===== config.mk =====
export PLATFORM = sky130hd
export DESIGN_NAME = rpc_next
export DESIGN_NICKNAME = d
export VERILOG_FILES = /design/src/rtl/rpc_pkg.sv /design/src/rtl/rpc_stack.sv /design/src/rtl/rpc_next.sv
export SDC_FILE = /design/constraint.sdc
export NUM_CORES = 1
export LEC_CHECK = 0
export BUFFER_PORTS_ARGS = -buffer_cell sky130_fd_sc_hd__buf_2
export CORE_ASPECT_RATIO = 0.7
export CORE_MARGIN = 3
export CORE_UTILIZATION = 58
export CTS_BUF_LIST = sky130_fd_sc_hd__clkbuf_8 sky130_fd_sc_hd__clkbuf_16
export CTS_CLUSTER_DIAMETER = 30
export DETAILED_ROUTE_END_ITERATION = 12
export HOLD_SLACK_MARGIN = 0.06
export PLACE_DENSITY = 0.81
export SLEW_MARGIN = 10
export SYNTH_ARGS = -nofsm -noshare
export SYNTH_HDL_FRONTEND = slang
export SYNTH_SLANG_ARGS = --single-unit
export TNS_END_PERCENT = 1

===== constraint.sdc =====
create_clock -name clk -period 3.49 [get_ports clk]
set_clock_uncertainty 0.1 [all_clocks]
set_input_delay 0.5235 -clock clk [delete_from_list [all_inputs] [get_ports clk]]
set_output_delay 0.5235 -clock clk [all_outputs]
set_load 0.05 [all_outputs]

===== src/rtl/rpc_pkg.sv =====
// Shared encodings for the next-address generator: flow commands and FSM states.
package rpc_pkg;

  localparam int unsigned OP_W = 3;

  typedef enum logic [OP_W-1:0] {
    OP_SEQ   = 3'd0,
    OP_RJMP  = 3'd1,
    OP_JMP   = 3'd2,
    OP_RCALL = 3'd3,
    OP_CALL  = 3'd4,
    OP_RET   = 3'd5,
    OP_HOLD  = 3'd6
  } op_e;

  typedef enum logic [1:0] {
    S_BOOT  = 2'd0,
    S_RUN   = 2'd1,
    S_FAULT = 2'd2
  } state_e;

endpackage


===== src/rtl/rpc_stack.sv =====
// Return-address LIFO with registered contents/count and a combinational top-of-stack read.
module rpc_stack #(
  parameter int unsigned size_data   = 8,
  parameter int unsigned STACK_DEPTH = 4
) (
  input  logic                               clk,
  input  logic                               rst_n,
  input  logic                               push,
  input  logic                               pop,
  input  logic [size_data-1:0]               din,
  output logic [size_data-1:0]               top_c,
  output logic [$clog2(STACK_DEPTH+1)-1:0]   cnt,
  output logic                               full_c,
  output logic                               empty_c
);

  localparam int unsigned AW    = size_data;
  localparam int unsigned CNT_W = $clog2(STACK_DEPTH + 1);
  localparam int unsigned IDX_W = (STACK_DEPTH > 1) ? $clog2(STACK_DEPTH) : 1;

  logic [AW-1:0]    mem_q [STACK_DEPTH];
  logic [AW-1:0]    mem_d [STACK_DEPTH];
  logic [CNT_W-1:0] cnt_q;
  logic [CNT_W-1:0] cnt_d;

  assign full_c  = (cnt_q == CNT_W'(STACK_DEPTH));
  assign empty_c = (cnt_q == '0);
  assign cnt     = cnt_q;
  assign top_c   = empty_c ? '0 : mem_q[IDX_W'(cnt_q - CNT_W'(1))];

  // Push beats pop; requests that would over/underflow are dropped here.
  always_comb begin
    mem_d = mem_q;
    cnt_d = cnt_q;
    if (push && !full_c) begin
      mem_d[IDX_W'(cnt_q)] = din;
      cnt_d                = cnt_q + CNT_W'(1);
    end else if (pop && !empty_c) begin
      cnt_d = cnt_q - CNT_W'(1);
    end
  end

  always_ff @(posedge clk or negedge rst_n) begin
    if (!rst_n) begin
      for (int i = 0; i < int'(STACK_DEPTH); i++) mem_q[i] <= '0;
      cnt_q <= '0;
    end else begin
      mem_q <= mem_d;
      cnt_q <= cnt_d;
    end
  end

endmodule


===== src/rtl/rpc_next.sv =====
// Next-PC generator: boot/run/fault FSM, address adder, next-address mux, return stack.
// Optional RPC_IRQ_VECTOR_EN adds an irq input that vectors to IRQ_VEC and pushes the current PC.
module rpc_next
  import rpc_pkg::*;
#(
  parameter int unsigned size_data   = 8,
  parameter int unsigned STACK_DEPTH = 4,
  parameter int unsigned RESET_VEC   = 0,
  parameter int unsigned IRQ_VEC     = 1
) (
  input  logic                             clk,
  input  logic                             rst,
  input  logic                             en,
`ifdef RPC_IRQ_VECTOR_EN
  input  logic                             irq,
`endif
  input  logic [OP_W-1:0]                  op,
  input  logic [size_data-1:0]             offset,
  input  logic [size_data-1:0]             target,
  input  logic [size_data-1:0]             pc_Daddr,
  output logic [size_data-1:0]             pc_Newaddr,
  output logic [$clog2(STACK_DEPTH+1)-1:0] stk_cnt,
  output logic                             stk_full,
  output logic                             stk_empty,
  output logic                             fault
);

  localparam int unsigned AW = size_data;

  state_e        state_q, state_d;
  logic          fault_q, fault_d;
  logic          push_c, pop_c;
  logic [AW-1:0] push_data_c;
  logic [AW-1:0] top_c;
  logic [AW-1:0] p1_c;
  logic [AW-1:0] rel_c;
  logic          full_c, empty_c;
  logic          irq_c;

`ifdef RPC_IRQ_VECTOR_EN
  assign irq_c = irq;
`else
  assign irq_c = 1'b0;
`endif

  assign p1_c  = pc_Daddr + AW'(1);
  assign rel_c = p1_c + offset;

  rpc_stack #(
    .size_data   (size_data),
    .STACK_DEPTH (STACK_DEPTH)
  ) u_stack (
    .clk     (clk),
    .rst_n   (rst),
    .push    (push_c),
    .pop     (pop_c),
    .din     (push_data_c),
    .top_c   (top_c),
    .cnt     (stk_cnt),
    .full_c  (full_c),
    .empty_c (empty_c)
  );

  // Next-state and next-address decode; the default hold covers stall and fault.
  always_comb begin
    state_d     = state_q;
    fault_d     = fault_q;
    pc_Newaddr  = pc_Daddr;
    push_c      = 1'b0;
    pop_c       = 1'b0;
    push_data_c = p1_c;
    case (state_q)
      S_BOOT: begin
        pc_Newaddr = AW'(RESET_VEC);
        state_d    = S_RUN;
      end
      S_RUN: begin
        if (en) begin
          if (irq_c) begin
            if (full_c) begin
              fault_d = 1'b1;
              state_d = S_FAULT;
            end else begin
              push_c      = 1'b1;
              push_data_c = pc_Daddr;
              pc_Newaddr  = AW'(IRQ_VEC);
            end
          end else begin
            case (op)
              OP_RJMP: pc_Newaddr = rel_c;
              OP_JMP:  pc_Newaddr = target;
              OP_RCALL, OP_CALL: begin
                if (full_c) begin
                  fault_d = 1'b1;
                  state_d = S_FAULT;
                end else begin
                  push_c     = 1'b1;
                  pc_Newaddr = (op == OP_CALL) ? target : rel_c;
                end
              end
              OP_RET: begin
                if (empty_c) begin
                  fault_d = 1'b1;
                  state_d = S_FAULT;
                end else begin
                  pop_c      = 1'b1;
                  pc_Newaddr = top_c;
                end
              end
              OP_HOLD: pc_Newaddr = pc_Daddr;
              default: pc_Newaddr = p1_c;
            endcase
          end
        end
      end
      default: ;
    endcase
  end

  always_ff @(posedge clk or negedge rst) begin
    if (!rst) begin
      state_q <= S_BOOT;
      fault_q <= 1'b0;
    end else begin
      state_q <= state_d;
      fault_q <= fault_d;
    end
  end

  assign fault     = fault_q;
  assign stk_full  = full_c;
  assign stk_empty = empty_c;

endmodule

[Word level (Yosys, flattened, before mapping)]
Index checks and enable logic that the tools add are counted.
Operators by class
  add/sub/neg operators: 4
  magnitude comparators: 3
  equal/unequal tests: 14
  mux-type cells: 30
  bitwise gates (word level): 2
  reduce and logical (&&, ||, !) cells: 13
Operator list (count)
  $mux 8: 7
  $pmux 8 s5: 1
  $bwmux 32: 1
  $bmux 8 s2: 1
  $demux 8 s2: 1
  $pmux 8 s2: 1
  $eq 3x3->1 const B: 4
  $mux 1: 10
  $reduce_and 5->1: 2
  $ne 3x2->1 const B: 3
  $add 8x1->8 const B: 1
  $add 8x8->8: 1
  $pmux 2 s2: 2
  $eq 3x2->1 const B: 2
  $ge 3x3->1 const B: 2
  $mux 2: 3
  $mux 3: 2
  $not 2->3: 2
  $reduce_bool 2->1: 3
  $ne 2x1->1 const B: 2
  $add 3x1->3 const B: 1
  $eq 3x1->1 const B: 1
  $logic_and 1x1->1: 3
  $logic_not 3->1: 1
  8 further kinds: 9
Storage, ports and cells
  flip-flop bits (word level): 38
  input bits: 30
  output and inout port bits: 14
  word-level logic and storage cells: 73

[Depth between registers and ports, before layout]
Gate-level depths: netlist of run 1.
  depth after elaboration: 9
  gate-level depth with buffers: 11
  mapped depth without buffers: 11

[By module]
Synthesis of run 1 repeated with hierarchy kept, for this count alone.
Unflattened totals
  cells, all modules: 299
  area total of the unflattened synthesis: 3095.5 µm²
Modules (own cells, without submodules)
  rpc_stack: instances 1, cells each 113, area each 1846.8 µm², sequential area each 875.8 µm²
  rpc_next: instances 1, cells each 186, area each 1248.7 µm², sequential area each 75.1 µm²

[Worst setup path after synthesis of run 1]
Ideal clock, no wire load.
  kind: register to output
  start: register u_stack.cnt_q[0], in the netlist u_stack.cnt[0]
  end: output port pc_Newaddr[5]
  data arrival time: 3.384 ns
  data required time: 2.866 ns
  slack: -0.518 ns
  cell stages (with the launch flop): 10
  cells stage by stage: dfrtp_1 -> buf_2 -> inv_1 -> ha_1 -> clkbuf_1 -> mux4_2 -> nand2_1 -> nand2_1 -> o211ai_1 -> a311oi_1
Between the ends
  cells in the longest elaborated chain, start to end: 9
  elaborated cells between the ends (all ways): 12
RTL lines
  from (decl): line rpc_stack.sv:23  | logic [CNT_W-1:0] cnt_q;
  from (signal assigned): line rpc_stack.sv:49  | cnt_q <= cnt_d;
  $sub 3x1->3: line rpc_stack.sv:29  | assign top_c = empty_c ? '0 : mem_q[IDX_W'(cnt_q - CNT_W'(1))];
  $not 2->3 (not written as such): line rpc_stack.sv:29
  $bmux 8 s2: line rpc_stack.sv:29
  $mux 8 (not written as such) (2 in a row): line rpc_stack.sv:29
  $mux 8: line rpc_next.sv:102  | if (empty_c) begin
  $pmux 8 s5 *: line rpc_next.sv:89  | case (op)
  $mux 8 *: line rpc_next.sv:78  | if (en) begin
  $pmux 8 s2 *: line rpc_next.sv:72  | case (state_q)
  to (decl): line rpc_next.sv:21  | output logic [size_data-1:0] pc_Newaddr,
Every way passes the cells marked *; elsewhere a longest branch is shown, timed or not. The select of a mux whose other input is x is not followed.

[Worst setup path after layout of run 1]
  start: register u_stack.cnt_q[1], in the netlist u_stack.cnt[1]
  end: output port pc_Newaddr[7]
The elaborated chain is that of the path after synthesis.

==> summary.md, run 1 <==
| Metric | Value |
|---|---|
| Top cell type's share of synthesized area | `0.3152` |
| Post-CTS setup buffers | `0` |
| Main area contributors after synthesis | `dfrtp_1 32%, ha_1 6.2%, nand2_1 6.2%, a21oi_1 6.1%, mux4_2 6.0%` |
| Placed instance area | `3304 um^2` |
| DRT antenna net count | `0` |
| TritonRoute pass-1 iters | `5` |
| Core Region | `4887 um^2` |
| Synthesized cell area | `3017 um^2` |
| Layout cells sized above 1 | `0.2251` |
| Pwr Density | `711.3 nW/um^2` |
| DRC Markers | `0` |
| Fin nets | `438` |
| N_diodes | `0` |
| CP top delay family | `compound AO/OA/AOI/OAI gates` |
| Cells after Synth | `352` |
| Die Height | `66.34 um` |
| Setup CP Type | `flip-flop to output pin` |
| Synth area leader | `dfrtp_1` |
| Via density | `6.091` |
| Avg WL per Cell | `17.66 um` |
| Design area | `3390 um^2` |
| Clk sink count | `38` |
| Pleak | `0.001576 uW` |
| Die area | `6117 um^2` |
| Max incr delay on CP | `0.44 ns` |
| Most used DFF post-synth | `dfrtp_1` |
| Worst-Margin Slew | `0.8072 ns` |
| Clock Path Buffers | `2` |
| Global-route wire length before repair | `13340 um` |
| Syn Nets | `398` |
| Synth-to-layout area growth | `12.36%` |
| Wirelength, routed | `8124 um` |
| Clk pin slew, worst setup/hold paths | `0.07 ns` |
| Number of global-route vias before repair | `2684` |
| Initial drt markers | `283` |
| Crit path max fanout | `9` |
| Post-CTS resize count | `0` |
| Die X | `92.20 um` |
| Vias | `2802` |
| Worst min path class | `primary input to asynchronous set/reset pin` |
| Cts hold-fix bufs | `0` |
| Final cell count without fillers | `460` |
| Status | `complete, no violations` |
| Fraction of registers with async set/reset | `1.000` |
| Placed insts | `454` |
| Most common cell in the synthesized netlist | `nand2_1` |
| Post-layout util | `0.6935` |
| Largest net degree at the start of global routing | `39` |
| TNS Setup | `0 ns` |
| Warnings, synthesis | `0` |
| Reg2Reg Depth | `8` |
| Final Hold Fails | `0` |
| Post-synth EDFFs | `0` |
| Post-synth top cells | `50 x nand2_1, 38 x dfrtp_1, 37 x a21oi_1, 29 x o21ai_1, 21 x nor2_1` |
| Max-slew violations | `0` |
| Worst path bufs/invs | `3` |
| Crit path cell chain | `inv_1 > ha_1 > nand2_1 > inv_2 > or3_1 > a21oi_1 > a211oi_1 > a31oi_2 > clkbuf_4` |
| Filler instances | `428` |
| DP Wirelength | `6249 um` |
| H-Tree Depth | `2` |
| Achievable Freq | `302.6 MHz` |
| Pre-CTS setup slack | `0.1930 ns` |
| TritonCTS clock tree | `yes` |
| CP Depth | `9` |
| Port buffer count | `43` |
| Global route overflow | `0` |
| Global-route usage over all layers | `0.2867` |
| CTS root buffer | `clkbuf_8` |
| CP Data Arrival Time | `2.68 ns` |
| Post-route setup slack | `0.1857 ns` |
| Max_slew headroom | `0.4619` |
| Tcrit/Tclk final | `0.9468` |
| Crit path time final | `3.304 ns` |
| Avg Inst Size Synth | `8.570 um^2` |
| Skew-Pair Late Insertion Delay | `0.29 ns` |
| Yosys reg bits | `38` |
| Ports | `44` |
| CP max-delay cell | `dfrtp_1` |
| Initial antenna violation count | `0` |
| Crit start category | `flip-flop` |
| Peak VDD IR | `0.4277 mV` |
| Register area share after synthesis | `0.3152` |
| Critical path endpoint category | `output pin` |
| Yosys cell types | `61` |
| Initial Util | `0.6173` |
| Gpl congestion | `0.9939` |
| Total of max-cap violations | `0` |
| WP data required | `2.87 ns` |
| CTS Buf Count | `5` |
| Final Setup Violations | `0` |
| RSZ-0062 raised after global routing | `no` |
| Row count | `21` |
-- metrics by stage --
step                      hold slack [ns]  total power [uW]
after global placement             0.3450              2062
after CTS                          0.2507              2403
final                              0.2199              2411
after global routing               0.2743              2571
after floorplan                    0.1279              1768
after detailed placement           0.3488              2105
-- routing by layer --
| metal | track usage | up-vias | wire length, um |
|---|---|---|---|
| met1 | 0.4234 | 1317 | 3713 |
| met2 | 0.4145 | 134 | 3471 |
| met4 | 0.08519 | 0 | 108 |
| li1 | - | 1336 | - |
| met3 | 0.07167 | 15 | 830 |
| met5 | 0 | - | 0 |
-- state kept, by name, summed over array words and instances, names as in the netlist --
signal / count
fault: 1
state_q: 2
u_stack.cnt: 3
u_stack.mem_q: 32
-- logic make-up after synthesis --
logic type	count (synthesis)	synth area share
flops	38	0.3152
simple gates	111	0.1800
mux	15	0.08544
buf+inv	39	0.06055
compound gates	119	0.2447
fa+ha+maj	16	0.06885
xor+xnor	14	0.04521
-- cell type report --
cell class / instances / area, um^2 / share of cell area
timing repair buffer: 52 / 285.3 / 0.08416
multi-input combinational: 275 / 1909 / 0.5633
sequential: 38 / 950.9 / 0.2805
clock buffer: 6 / 82.58 / 0.02436
inverter: 20 / 75.07 / 0.02215
tap: 69 / 86.33 / 0.02547
-- report_power, final --
| group | internal, uW | switching (uW) |
|---|---|---|
| clock | 152 | 147 |
| combinational | 509 | 831 |
| sequential | 640 | 132 |
-- worst paths after layout --
| check | to | startpoint | slack (ns) |
|---|---|---|---|
| worst min-delay path | u_stack.cnt[2]$_DFFE_PN0P_ | rst | 0.22 |
| worst max register to register | u_stack.mem_q[1]$_DFFE_PN0P_ | u_stack.cnt[1]$_DFFE_PN0P_ | 1.03 |
| worst min register to register | fault$_DFFE_PN0P_ | fault$_DFFE_PN0P_ | 0.37 |
| worst max-delay path | pc_Newaddr[7] | u_stack.cnt[1]$_DFFE_PN0P_ | 0.19 |
| max in group asynchronous | fault$_DFFE_PN0P_ | rst | 2.55 |
| min in group clk | fault$_DFFE_PN0P_ | fault$_DFFE_PN0P_ | 0.37 |
-- cells in the final DEF (no fill, tap or decap), types with 3 or more instances in the layout --
cell type / instances
a21o_1: 3
a21oi_1: 37
a31oi_1: 3
buf_2: 42
buf_4: 9
clkbuf_8: 6
clkinv_1: 4
dfrtp_1: 38
ha_1: 15
inv_1: 13
inv_2: 3
mux2_1: 6
mux4_2: 8
nand2_1: 50
nand2_2: 4
nand2b_1: 4
nand3_1: 7
nand4_1: 3
nor2_1: 21
nor2b_1: 6
o211ai_1: 3
o21ai_0: 11
o21ai_1: 29
o221ai_1: 4
o22ai_1: 5
o2bb2ai_1: 3
xnor2_1: 7
xor2_1: 6
No activity file was read; power rests on OpenSTA's default activity.
==> run 2: changes to the inputs <==
Settings changed: PLACE_DENSITY 0.81 to 0.77.
==> run 2 against run 1 <==
  * Register-to-register slack got worse by 0.05 ns
  * Global-route usage rose by 0.77 points
  * Critical path depth rose by 3
  * First-iteration DRC count rose by 29%
  * Wire length rose by 4.3%
  * Core utilization rose by 0.23 points
  * Total power rose by 1.6%
  * Highest routed layer unchanged
  * Largest power group unchanged
==> summary.md, run 2 (synthesized netlist as in run 1, its figures left out) <==
| Metric | Value |
|---|---|
| Status | `complete, no violations` |
| Achievable Freq | `299.8 MHz` |
| Max_slew headroom | `0.4569` |
| DRT antenna net count | `0` |
| Global route overflow | `0` |
| Critical path endpoint category | `output pin` |
| CP Data Arrival Time | `2.71 ns` |
| Max-slew violations | `0` |
| Die X | `92.20 um` |
| Core Region | `4887 um^2` |
| Net Sw Power | `1140 uW` |
| Total of max-cap violations | `0` |
| Setup CP Type | `primary input to output pin` |
| Initial Util | `0.6173` |
| Crit path time final | `3.335 ns` |
| P_int | `1310 uW` |
| Routed length on met3 | `753 um` |
| Die area | `6117 um^2` |
| CTS root buffer | `clkbuf_8` |
| Row count | `21` |
| Max FFs per register | `32` |
| DRC Markers | `0` |
| Top routing layer in use | `met4` |
| Worst min path class | `primary input to asynchronous set/reset pin` |
| Tcrit/Tclk final | `0.9557` |
| Die Height | `66.34 um` |
| Via density | `6.351` |
| Clk sink count | `38` |
| Design area | `3401 um^2` |
| Vias | `2928` |
| Pwr Density | `720.3 nW/um^2` |
| Global-route wire length before repair | `13810 um` |
| Final Setup Violations | `0` |
| Skew-Pair Late Insertion Delay | `0.29 ns` |
| Biggest register | `u_stack.mem_q` |
| Largest net degree at the start of global routing | `39` |
| Cts hold-fix bufs | `0` |
| Layout cells sized above 1 | `0.2296` |
| RSZ-0062 raised after global routing | `no` |
| DP Wirelength | `6290 um` |
| Synth-to-layout area growth | `12.73%` |
| Number of global-route vias before repair | `2779` |
| Ports | `44` |
| Worst-Margin Slew | `0.8147 ns` |
| Flop pwr share | `0.320` |
| Pleak | `0.001575 uW` |
| Clk pin slew, worst setup/hold paths | `0.08 ns` |
| Peak VDD IR | `0.4310 mV` |
| H-Tree Depth | `2` |
| Most frequent cells in the layout | `50 x nand2_1, 42 x buf_2, 38 x dfrtp_1, 37 x a21oi_1, 29 x o21ai_1` |
| CTS Buf Count | `5` |
| Initial drt markers | `365` |
| Clk pwr share | `0.130` |
| Gpl congestion | `0.9665` |
| Final Hold Fails | `0` |
| Crit path max fanout | `6` |
| Combinational Power Share | `0.550` |
| Port buffer count | `43` |
| Most common cell after layout, fill and taps aside | `nand2_1` |
| N_diodes | `0` |
| Fin nets | `437` |
| TritonRoute pass-1 iters | `5` |
| Placed instance area | `3297 um^2` |
| WP data required | `2.87 ns` |
| Clock Path Buffers | `2` |
| Global-route usage over all layers | `0.2944` |
| Wirelength, routed | `8475 um` |
| Net Sw Frac | `0.4653` |
| Final hold slack | `0.2173 ns` |
| Crit start category | `primary input` |
| Filler instances | `405` |
| Post-CTS setup buffers | `0` |
| Avg WL per Cell | `18.38 um` |
| Wire length on met2 | `3641 um` |
| TritonCTS clock tree | `yes` |
| Met1 Wirelength | `3967 um` |
| Initial antenna violation count | `0` |
==> run 2: final timing paths <==
path	startpoint	endpoint	slack (ns)	cells past startpoint
max	pc_Daddr[0]	pc_Newaddr[5]	0.15	12
min	rst	u_stack.cnt[0]$_DFFE_PN0P_	0.22	1
max reg2reg	u_stack.cnt[1]$_DFFE_PN0P_	u_stack.mem_q[1]$_DFFE_PN0P_	0.98	8
min reg2reg	fault$_DFFE_PN0P_	fault$_DFFE_PN0P_	0.37	1
max in group asynchronous	rst	u_stack.mem_q[14]$_DFFE_PN0P_	2.56	1
min in group clk	fault$_DFFE_PN0P_	fault$_DFFE_PN0P_	0.37	1
==> run 2: area by class of cell <==
type	count	area, um^2	area share
timing repair buffer	51	281.5	0.08278
clock inverter	2	12.51	0.003679
inverter	20	75.07	0.02208
sequential	38	950.9	0.2796
tap	69	86.33	0.02539
clock buffer	6	82.58	0.02428
multi-input combinational	275	1912	0.5622
==> run 2: worst max-delay path, stage by stage <==
cell and delay [ns]:
buf_2 0.15, ha_2 0.24, nand3_1 0.10, xor2_1 0.21, inv_1 0.09, ha_1 0.34
a21oi_1 0.20, nand2_1 0.09, xor2_1 0.14, nand2_1 0.09, a311oi_2 0.24, buf_2 0.30
==> run 2: through the flow <==
stage               std cells  total power [uW]    util  setup WS [ns]  TNS (ns)
floorplan                 352              1768       -        -0.1010   -0.4054
global placement          453              2069  0.6746         0.1641         0
global route              461              2613  0.6959       0.002418         0
detailed placement        453              2113  0.6746         0.1375         0
CTS                       461              2429  0.6941         0.1230         0
finish                    461              2450  0.6959         0.1546         0
==> run 2: what timing repair did <==
action | CTS | global route
endpoints found under the hold margin | 0 | 0
gates resized for setup | 0 | 4
setup endpoints to repair | 0 | 2
==> run 2: layer usage <==
metal  up-vias  GRT usage
li1       1340          -
met2       162     0.4355
met1      1410     0.4335
met4         0    0.08333
met5         -          0
met3        16    0.06485
==> run 2: power by group through the flow <==
stage | Sequential (uW) | Clock [uW] | Combinational [uW]
finish | 783 | 319 | 1350
global route | 806 | 351 | 1460
CTS | 775 | 320 | 1330
detailed placement | 784 | 0 | 1330
global placement | 771 | 0 | 1300
floorplan | 807 | 0 | 961
==> run 3: changes to the inputs <==
Settings changed: ABC_AREA set to 1, TNS_END_PERCENT 1 to 20.
==> run 3 against run 2 <==
  * Cell count increased by 24%
  * Via count increased by 7.7%
  * Non-clock buffer count increased by 5
  * Maximum frequency decreased by 1.1%
  * Synthesized area increased by 1.4%
  * First-iteration DRC count decreased by 12%
  * Wire length decreased by 0.71%
  * Combinational power increased by 6%
  * Core utilization increased by 2.2 points
  * Sequential cell count unchanged
  * Global-route usage decreased by 1.4 points
==> summary.md, run 3 <==
| Metric | Value |
|---|---|
| Status | `complete, no violations` |
| Warnings, synthesis | `0` |
| Max-slew violations | `0` |
| Wirelength, routed | `8415 um` |
| Achievable Freq | `296.7 MHz` |
| Final hold slack | `0.2236 ns` |
| Vias | `3152` |
| Yosys cell types | `34` |
| Initial drt markers | `323` |
| Crit path time final | `3.371 ns` |
| Main area contributors after synthesis | `dfrtp_1 31%, nand2_1 18%, inv_1 6.3%, ha_1 6.1%, nand3_1 5.2%` |
| Final cell count without fillers | `572` |
| CTS root buffer | `clkbuf_8` |
| Yosys reg bits | `38` |
| Synth area leader | `dfrtp_1` |
| Via density | `5.510` |
| Most used DFF post-synth | `dfrtp_1` |
| Die area | `6193 um^2` |
| Worst min path class | `primary input to asynchronous set/reset pin` |
| Max FFs per register | `32` |
| Die Height | `66.75 um` |
| Synthesized cell area | `3058 um^2` |
| Most common cell after layout, fill and taps aside | `nand2_1` |
| Port buffer count | `43` |
| Critical path endpoint category | `output pin` |
| Global-route wire length before repair | `13560 um` |
| CP max-delay cell | `ha_1` |
| Avg Inst Size Synth | `6.780 um^2` |
| WP data required | `2.87 ns` |
| Register area share after synthesis | `0.3110` |
| DRT antenna net count | `0` |
| Most frequent cells in the layout | `144 x nand2_1, 51 x inv_1, 40 x buf_2, 38 x dfrtp_1, 31 x nand3_1` |
| Initial antenna violation count | `0` |
| Crit path cell chain | `buf_2 > inv_2 > nor2_4 > xor2_2 > inv_1 > ha_1 > a21oi_2 > nand2_1 > xnor2_2 > o21ai_0 > nand2_1 > nand2_1 > nand2_1 > nand2_1 > nand2_1 > nand2_1 > buf_2` |
| Most common cell in the synthesized netlist | `nand2_1` |
| Core Region | `4940 um^2` |
| Reg area | `950.9 um^2` |
| Largest net degree at the start of global routing | `39` |
| Post-route setup slack | `0.1192 ns` |
| Global-route usage over all layers | `0.2802` |
| CP top delay family | `simple AND/OR/NAND/NOR gates` |
| Pwr Density | `704.9 nW/um^2` |
| H-Tree Depth | `2` |
| Crit start category | `primary input` |
| Worst-Margin Slew | `0.8366 ns` |
| Setup CP Type | `primary input to output pin` |
| Global route overflow | `0` |
| Filler instances | `443` |
| Post-layout util | `0.7183` |
| Initial Util | `0.6190` |
| Avg WL per Cell | `14.71 um` |
| Clk pin slew, worst setup/hold paths | `0.08 ns` |
| RSZ-0062 raised after global routing | `yes` |
| Clk sink count | `38` |
| Placed instance area | `3378 um^2` |
| Crit path top cell by count | `nand2_1` |
| Cells after Synth | `451` |
| Gpl congestion | `0.9441` |
| TritonRoute pass-1 iters | `5` |
| Area of the multi-input gates | `1876 um^2` |
| Total of max-cap violations | `0` |
| Final Setup Violations | `0` |
| Cts hold-fix bufs | `0` |
| Die X | `92.79 um` |
| N_diodes | `0` |
| Syn Nets | `497` |
| Number of global-route vias before repair | `2856` |
| DRC Markers | `0` |
| Design area | `3548 um^2` |
| Row count | `21` |
| Fin nets | `548` |
| Placed insts | `563` |
| Top cell type's share of synthesized area | `0.3110` |
| Pleak | `0.001903 uW` |
| CTS Buf Count | `5` |
| Post-synth EDFFs | `0` |
| Worst path bufs/invs | `4` |
| Layout cells sized above 1 | `0.1869` |
| Fraction of registers with async set/reset | `1.000` |
| Crit path max fanout | `8` |
| Biggest register | `u_stack.mem_q` |
| Ports | `44` |
| Post-synth top cells | `144 x nand2_1, 51 x inv_1, 38 x dfrtp_1, 32 x nand3_1, 28 x nor2_1` |
| Max_slew headroom | `0.4422` |
| TritonCTS clock tree | `yes` |
| CP Data Arrival Time | `2.75 ns` |
| Peak VDD IR | `0.4254 mV` |
| Max incr delay on CP | `0.35 ns` |
| Pre-CTS setup slack | `0.04538 ns` |
| Skew-Pair Late Insertion Delay | `0.29 ns` |
| DP Wirelength | `6276 um` |
| Final Hold Fails | `0` |
| Synth-to-layout area growth | `16.04%` |
| Tcrit/Tclk final | `0.9658` |
| Clock Path Buffers | `2` |
## run 3: cell count changes in the layout (fill, tap and decap cells not counted), moves of 5 or more
cell / delta
o21ai_0: +15
o21a_1: +11
o22ai_1: -5
a21oi_1: -13
xnor2_1: -6
nand2_1: +94
nand3_1: +24
buf_4: +7
nor2b_1: -6
o21ai_1: -13
inv_1: +38
mux4_2: -8
nor2_1: +7
## run 3: path summary, 6_finish.rpt
kind | endpoint | startpoint | slack [ns] | cells past startpoint
max in group asynchronous | u_stack.mem_q[6]$_DFFE_PN0P_ | rst | 2.53 | 1
worst max-delay path | pc_Newaddr[4] | pc_Daddr[0] | 0.12 | 17
worst max register to register | u_stack.mem_q[9]$_DFFE_PN0P_ | state_q[1]$_DFFE_PN0P_ | 1.07 | 8
min in group clk | fault$_DFFE_PN0P_ | fault$_DFFE_PN0P_ | 0.38 | 1
worst min register to register | fault$_DFFE_PN0P_ | fault$_DFFE_PN0P_ | 0.38 | 1
worst min-delay path | u_stack.cnt[0]$_DFFE_PN0P_ | rst | 0.22 | 1
## run 3: metrics by stage
stage | power (uW) | setup TNS (ns)
3_5_place_dp | 2143 | 0
4_1_cts | 2465 | 0
3_3_place_gp | 2113 | 0
6_report | 2501 | 0
2_1_floorplan | 1768 | 0
5_1_grt | 2693 | -0.09707
## run 3: final cells by class
| cell class | instances | share of cell area |
|---|---|---|
| Multi-Input combinational cell | 343 | 0.5286 |
| Tap cell | 69 | 0.02433 |
| Timing Repair Buffer | 56 | 0.09027 |
| Clock inverter | 2 | 0.003526 |
| Inverter | 58 | 0.06206 |
| Clock buffer | 6 | 0.02327 |
| Sequential cell | 38 | 0.2680 |
## run 3: what timing repair did
item,in CTS,in global routing
endpoints found under the setup margin,0,4
buffers inserted,0,1
gates resized for setup,0,15
## run 3: per-layer routing
layer / vias up / wire, um / GRT usage
li1: 1552 / - / -
met5: - / 0 / 0
met3: 14 / 774 / 0.05305
met4: 0 / 94 / 0.06033
met1: 1425 / 3895 / 0.4070
met2: 161 / 3650 / 0.4341
## run 3: logic make-up after synthesis
| logic type | Yosys count | synth area share |
|---|---|---|
| adders and majority gates | 16 | 0.06792 |
| xor gates and xnor gates | 10 | 0.02864 |
| buffers and inverters | 70 | 0.09533 |
| DFF | 38 | 0.3110 |
| muxes | 3 | 0.01105 |
| and+or+nand+nor | 229 | 0.3318 |
| AOI/OAI and AO/OA | 85 | 0.1543 |
## run 3: power by group
group | switching (uW) | internal [uW] | total [uW] | leakage [uW]
logic | 956 | 472 | 1430 | 0.00140
registers | 114 | 637 | 751 | 0.000458
clock network | 164 | 159 | 323 | 0.0000472
